==> src/rtl/epp_fifo_drain_ctrl_pkg.sv <==
`default_nettype none
// ============================================================================
// Package : epp_pkg
// Shared types and sizes for the EPP FIFO drain/pack controller.
// Revision: 1.0
// ============================================================================
package epp_pkg;

  localparam int BYTES_PER_WORD = 4;
  localparam int IDX_W          = 2;
  localparam int WORD_W         = 8 * BYTES_PER_WORD;

  typedef enum logic [1:0] {
    FILL = 2'd0,
    CAP  = 2'd1,
    SEND = 2'd2
  } state_e;

  // One-hot lane select for the byte being captured.
  function automatic logic [BYTES_PER_WORD-1:0] lane_bit(input logic [IDX_W-1:0] idx);
    lane_bit      = '0;
    lane_bit[idx] = 1'b1;
  endfunction

endpackage
`default_nettype wire

==> src/rtl/epp_fifo_drain_ctrl_if.sv <==
`default_nettype none
// ============================================================================
// Interface : epp_fifo_drain_ctrl_if
// FIFO read port plus the outgoing word stream of the drain controller.
// Revision  : 1.0
// ============================================================================
interface epp_fifo_drain_ctrl_if;
  import epp_pkg::*;

  logic                      fifo_rden;
  logic [7:0]                fifo_dout;
  logic                      fifo_empty;
  logic [WORD_W-1:0]         m_tdata;
  logic [BYTES_PER_WORD-1:0] m_tkeep;
  logic                      m_tlast;
  logic                      m_tvalid;
  logic                      m_tready;

  modport master (
    output fifo_rden,
    input  fifo_dout,
    input  fifo_empty,
    output m_tdata,
    output m_tkeep,
    output m_tlast,
    output m_tvalid,
    input  m_tready
  );

  modport slave (
    input  fifo_rden,
    output fifo_dout,
    output fifo_empty,
    input  m_tdata,
    input  m_tkeep,
    input  m_tlast,
    input  m_tvalid,
    output m_tready
  );

endinterface
`default_nettype wire

==> src/rtl/epp_fifo_drain_ctrl.sv <==
`default_nettype none
// ============================================================================
// Module  : epp_fifo_drain_ctrl
// Drains the EPP byte FIFO and packs bytes little-endian into 32-bit words.
// Revision: 1.0
// ============================================================================
module epp_fifo_drain_ctrl
  import epp_pkg::*;
#(
  parameter int TIMEOUT   = 255,
  parameter int CNT_WIDTH = 8
) (
  input  logic                   clk,
  input  logic                   reset,
  epp_fifo_drain_ctrl_if.master  bus,
  input  logic                   flush,
  output logic                   busy
);

  localparam logic [CNT_WIDTH-1:0] TO_LAST  = CNT_WIDTH'(TIMEOUT - 1);
  localparam logic [IDX_W-1:0]     LAST_IDX = IDX_W'(BYTES_PER_WORD - 1);

  state_e                    state_q, state_d;
  logic [IDX_W-1:0]          byte_idx_q, byte_idx_d;
  logic [CNT_WIDTH-1:0]      to_cnt_q, to_cnt_d;
  logic                      flush_pend_q, flush_pend_d;
  logic [WORD_W-1:0]         data_q, data_d;
  logic [BYTES_PER_WORD-1:0] keep_q, keep_d;
  logic                      last_q, last_d;
  logic                      valid_q, valid_d;
  logic                      rden;
  logic                      pend_clr;

  always_comb begin
    state_d    = state_q;
    byte_idx_d = byte_idx_q;
    to_cnt_d   = to_cnt_q;
    data_d     = data_q;
    keep_d     = keep_q;
    last_d     = last_q;
    valid_d    = valid_q;
    rden       = 1'b0;
    pend_clr   = 1'b0;

    unique case (state_q)
      FILL: begin
        if (!bus.fifo_empty) begin
          rden     = 1'b1;
          to_cnt_d = '0;
          state_d  = CAP;
        end else if ((byte_idx_q != '0) && (flush_pend_q || (to_cnt_q == TO_LAST))) begin
          state_d = SEND;
          valid_d = 1'b1;
          last_d  = 1'b1;
        end else if ((byte_idx_q == '0) && flush_pend_q) begin
          pend_clr = 1'b1;
        end else if (byte_idx_q != '0) begin
          to_cnt_d = to_cnt_q + 1'b1;
        end else begin
          to_cnt_d = '0;
        end
      end

      CAP: begin
        // fifo_dout is the byte requested by the rden of the previous FILL cycle
        data_d[{byte_idx_q, 3'b000} +: 8] = bus.fifo_dout;
        keep_d = keep_q | lane_bit(byte_idx_q);
        if (byte_idx_q == LAST_IDX) begin
          byte_idx_d = '0;
          state_d    = SEND;
          valid_d    = 1'b1;
          last_d     = 1'b0;
        end else begin
          byte_idx_d = byte_idx_q + 1'b1;
          state_d    = FILL;
        end
      end

      SEND: begin
        if (bus.m_tready) begin
          valid_d    = 1'b0;
          data_d     = '0;
          keep_d     = '0;
          last_d     = 1'b0;
          byte_idx_d = '0;
          to_cnt_d   = '0;
          state_d    = FILL;
          pend_clr   = last_q;
        end
      end

      default: begin
        state_d = FILL;
      end
    endcase

    // A new pulse wins over a same-cycle clear so no request is lost.
    flush_pend_d = flush | (flush_pend_q & ~pend_clr);
  end

  always_ff @(posedge clk) begin
    if (reset) begin
      state_q      <= FILL;
      byte_idx_q   <= '0;
      to_cnt_q     <= '0;
      flush_pend_q <= 1'b0;
      data_q       <= '0;
      keep_q       <= '0;
      last_q       <= 1'b0;
      valid_q      <= 1'b0;
    end else begin
      state_q      <= state_d;
      byte_idx_q   <= byte_idx_d;
      to_cnt_q     <= to_cnt_d;
      flush_pend_q <= flush_pend_d;
      data_q       <= data_d;
      keep_q       <= keep_d;
      last_q       <= last_d;
      valid_q      <= valid_d;
    end
  end

  assign bus.fifo_rden = rden;
  assign bus.m_tdata   = data_q;
  assign bus.m_tkeep   = keep_q;
  assign bus.m_tlast   = last_q;
  assign bus.m_tvalid  = valid_q;
  assign busy          = (state_q != FILL) || (byte_idx_q != '0);

endmodule
`default_nettype wire
==> src/flat_wrapper.sv <==
// flat-port wrapper written by rule: the top's interface ports become plain ports
module epp_fifo_drain_ctrl_flat import epp_pkg::*;
#(
  parameter int TIMEOUT   = 255,
  parameter int CNT_WIDTH = 8
)
  (clk, reset, flush, busy, bus_fifo_rden, bus_fifo_dout, bus_fifo_empty, bus_m_tdata, bus_m_tkeep, bus_m_tlast, bus_m_tvalid, bus_m_tready);
  epp_fifo_drain_ctrl_if bus_i ();
  input  logic clk;
  input  logic reset;
  input  logic flush;
  output logic busy;
  output wire logic [$bits(bus_i.fifo_rden)-1:0] bus_fifo_rden;
  input wire logic [$bits(bus_i.fifo_dout)-1:0] bus_fifo_dout;
  input wire logic [$bits(bus_i.fifo_empty)-1:0] bus_fifo_empty;
  output wire logic [$bits(bus_i.m_tdata)-1:0] bus_m_tdata;
  output wire logic [$bits(bus_i.m_tkeep)-1:0] bus_m_tkeep;
  output wire logic [$bits(bus_i.m_tlast)-1:0] bus_m_tlast;
  output wire logic [$bits(bus_i.m_tvalid)-1:0] bus_m_tvalid;
  input wire logic [$bits(bus_i.m_tready)-1:0] bus_m_tready;
  assign bus_fifo_rden = bus_i.fifo_rden;
  assign bus_i.fifo_dout = bus_fifo_dout;
  assign bus_i.fifo_empty = bus_fifo_empty;
  assign bus_m_tdata = bus_i.m_tdata;
  assign bus_m_tkeep = bus_i.m_tkeep;
  assign bus_m_tlast = bus_i.m_tlast;
  assign bus_m_tvalid = bus_i.m_tvalid;
  assign bus_i.m_tready = bus_m_tready;
  epp_fifo_drain_ctrl #(.TIMEOUT(TIMEOUT), .CNT_WIDTH(CNT_WIDTH)) u_core (.clk(clk), .reset(reset), .bus(bus_i), .flush(flush), .busy(busy));
endmodule
==> config.mk <==
export PLATFORM = sky130hd
export DESIGN_NAME = epp_fifo_drain_ctrl_flat
export DESIGN_NICKNAME = d
export VERILOG_FILES = /design/src/rtl/epp_fifo_drain_ctrl_pkg.sv /design/src/rtl/epp_fifo_drain_ctrl_if.sv /design/src/rtl/epp_fifo_drain_ctrl.sv /design/src/flat_wrapper.sv
export SDC_FILE = /design/constraint.sdc
export NUM_CORES = 1
export LEC_CHECK = 0
export BUFFER_PORTS_ARGS = -buffer_cell sky130_fd_sc_hd__buf_2
export CAP_MARGIN = 5
export CORE_UTILIZATION = 25
export CTS_CLUSTER_DIAMETER = 50
export DETAILED_ROUTE_END_ITERATION = 8
export SLEW_MARGIN = 20
export SYNTH_ARGS = -nofsm -noshare
export SYNTH_HDL_FRONTEND = slang
export SYNTH_SLANG_ARGS = --single-unit
export TNS_END_PERCENT = 50
==> constraint.sdc <==
create_clock -name clk -period 3.45 [get_ports clk]
set_input_delay 0.1725 -clock clk [delete_from_list [all_inputs] [get_ports clk]]
set_output_delay 0.1725 -clock clk [all_outputs]
set_load 0.1 [all_outputs]
==> summary.md <==
| Metric | Value |
|---|---|
| Total number of vias | 2002 |
| Cts bufs inserted | 5 |
| Met1 Use GR | 0.174 |
| Max-slew violations | 0 |
| CP Depth | 6 |
| Worst endpoint data arrival time | 2720 ps |
| Post-CTS resize count | 0 |
| Initial antenna violation count | 0 |
| Pwr per Cell Area | around 530 nW/µm² |
| Total GRT Usage | 0.125 |
| Hold path cells | 3 |
| Vias per inst | 4.99 |
| Met2 GRT Util | 0.192 |
| Syn nets | 265 |
| Pre-CTS setup slack | 1000 ps |
| Post-Syn Area per Cell | 9.35 µm² |
| Number of global-route vias before repair | 1923 |
| Clk_lat worst skew | 310 ps |
| Status | complete, no violations |
| YS warnings | 0 |
| Antenna cell count | 0 |
| Clk slew on worst S/H paths | 100 ps |
| Initial Utilization | 0.259 |
| Largest cells by area after synthesis | dfxtp_1 45%, a22oi_1 13%, nor2_1 7.3% |
| Pleak | 1.08 nW |
| IR drop worst, VDD | 0.240 mV |
| Top cells by count, synth | 51 x dfxtp_1, 44 x nor2_1, 39 x a22oi_1 |
| Synthesis-to-layout area growth | 20.1% |
| Maximum capacitance violations | 0 |
| Reg2Reg Depth | 6 |
| CP peak stage delay | 600 ps |
| Setup Fix Bufs, Post-CTS | 0 |
| Hold Path Class | in2reg |
| Grt peak-use layer | met2 |
| Chip height | 97.1 µm |
| IO buf count | 52 |
| Post-synthesis sequential area ratio | 0.451 |
| First-pass DRT Iterations | 4 |
| Worst Min Path Start | flush |
| Final min period | 2480 ps |
| M3 GR Usage | 0.0338 |
| Tcrit/Tclk final | 0.718 |
| Synth area leader | dfxtp_1 |
| RePlAce Congestion | 0.734 |
| Clock skew | about 9 ps |
| CTS root buf | clkbuf_8 |
| Mapped cell area | 2260 µm² |
| Layout filler cell count | 923 |
| Worst R2R Start | u_core.byte_idx_q[0] |
| Gate Count Post-Synth | 242 |
| Slowest cell on crit path | a2111oi_4 |
| Largest net degree at the start of global routing | 50 |
| Placed Cells incl. Taps | 393 |
| DP HPWL | ~4.1 mm |
| Worst-path fanout max | 8 |
| Ys flop type | dfxtp_1 |
| CP required | approximately 3700 ps |
| Post-synth EDFFs | 0 |
| Actual slew at the worst max-slew pin | 878 ps |
| Clk buf depth | 2 |
| CTS tree | yes |
| DRC errors left | 0 |
| Die ar. | 9430 µm² |
| Seq cells post-synth | 51 |
| DRT iter0 DRCs | 106 |
| Aggregate global routing overflow | 0 |
| Fin cells | 401 |
| Most frequent cell after synthesis | dfxtp_1 |
| CP Buf/Inv Count | 1 |
| Boundary Pins | 53 |
| Async set or reset register ratio after synthesis | 0 |
| Hold-fix buffers, CTS | 0 |
| Placed Area | 2620 µm² |
| F_max | 404 MHz |
| Share of cells above drive strength 1 | 0.232 |
| Antenna viol nets, final | 0 |
| Crit path from | u_core.byte_idx_q[0] |
| CP delay by family, top | compound AO/OA/AOI/OAI gates |
| Netlist cell types | 39 |
| Core area | 8720 µm² |
| Final hold violation count | 0 |
| Final setup vio count | 0 |
| Worst setup SP type | flop |
| Fin area | 2720 µm² |
| Row cnt | 34 |
| Setup slack after layout | 973 ps |
| Chain of cells forming the critical path | inv_1, ha_1, or3b_4, a2111oi_4, a22oi_1, nor2_1 |
| Post-Route WL | 5.80 mm |
| Post-synth top area share | 0.451 |
| Rel. slew slack | 0.415 |
| DIE WIDTH | 97.1 µm |
| RSZ-0062 raised after global routing | no |
| Layout net count | 315 |
| Crit path capture type | flop |
| Clk sink count | 51 |
| Routed len/inst | ~14 µm |
| Setup tns final | 0 ps |
| H-tree depth | 2 |
| Worst Setup Path Type | reg2reg |
| First-pass GRT wire length | roughly 9.6 mm |
-- worst register-to-register path, delay by kind of cell (launching register included) --
kind            cells  cell delay [ps]
fa+ha+maj           1              390
simple gates        2              560
compound gates      2              730
buf+inv             1              210
flops               1              510
-- worst paths after layout --
| path | end | slack [ps] |
|---|---|---|
| setup reg to reg | u_core.bus.m_tdata[14] | 970 |
| hold reg to reg | u_core.to_cnt_q[7] | 490 |
| hold / removal | u_core.flush_pend_q | 60 |
| setup / recovery | u_core.bus.m_tdata[14] | 970 |
-- metal layers --
| layer | wire length, µm | part of all wire |
|---|---|---|
| met5 | 0 | 0 |
| met3 | 325 | 0.056 |
| met2 | 2570 | 0.44 |
| met4 | 47 | 0.0081 |
| met1 | 2850 | 0.49 |
-- cell families after synthesis --
| family | count (synthesis) | share of synthesized area |
|---|---|---|
| compound gates | 70 | 0.251 |
| fa+ha+maj | 10 | 0.0553 |
| buf+inv | 22 | 0.0382 |
| flops | 51 | 0.451 |
| mux | 4 | 0.0205 |
| simple gates | 85 | 0.184 |
-- placed cells by master, fill, tap and decap left out, types with 2 or more instances in the layout --
cell type / netlist / routed
a2111oi_4: 3 / 3
a21oi_1: 9 / 9
a221o_1: 2 / 2
a22oi_1: 39 / 39
a31oi_1: 7 / 7
a41oi_1: 2 / 2
and4_1: 2 / 2
buf_2: 3 / 52
clkbuf_8: 0 / 5
dfxtp_1: 51 / 51
ha_1: 10 / 10
inv_1: 13 / 13
mux2i_1: 2 / 2
nand2_1: 10 / 10
nand2b_1: 3 / 3
nand3_1: 5 / 5
nand4_1: 2 / 2
nor2_1: 44 / 44
nor2b_1: 6 / 6
or3_1: 4 / 4
-- state kept, by name (all words and copies together) (netlist names) --
name and cells:
u_core.flush_pend_q 1, u_core.byte_idx_q 2, u_core.bus.m_tlast 1, u_core.bus.m_tdata 32
u_core.to_cnt_q 8, u_core.bus.m_tvalid 1, u_core.state_q 2, u_core.bus.m_tkeep 4
-- through the flow --
stage | utilization | power (mW) | hold WS, ps
after floorplan | - | 0.994 | 290
after global placement | 0.300 | 1.07 | 381
after detailed placement | 0.300 | 1.08 | 391
after CTS | 0.311 | 1.46 | 60.5
after global routing | 0.311 | 1.51 | 71.7
final | 0.311 | 1.44 | 65.0
-- area by class of cell --
| class | instances | area [µm²] | area share |
|---|---|---|---|
| clock buffers | 5 | 68.8 | 0.0253 |
| clock inverters | 3 | 27.5 | 0.0101 |
| inverters | 13 | 48.8 | 0.0180 |
| multi-input cells | 169 | 1150 | 0.425 |
| flip-flops and latches | 51 | 1020 | 0.376 |
| well taps | 108 | 135 | 0.0497 |
| repair buffers | 52 | 260 | 0.0958 |
-- power breakdown --
| group | switching [mW] | total, mW | internal [mW] | leakage, nW |
|---|---|---|---|---|
| Clock | 0.224 | 0.375 | 0.151 | 0.0467 |
| Sequential | 0.0209 | 0.635 | 0.614 | 0.412 |
| Combinational | 0.330 | 0.429 | 0.0995 | 0.617 |
(Power assumes the default switching activity.)
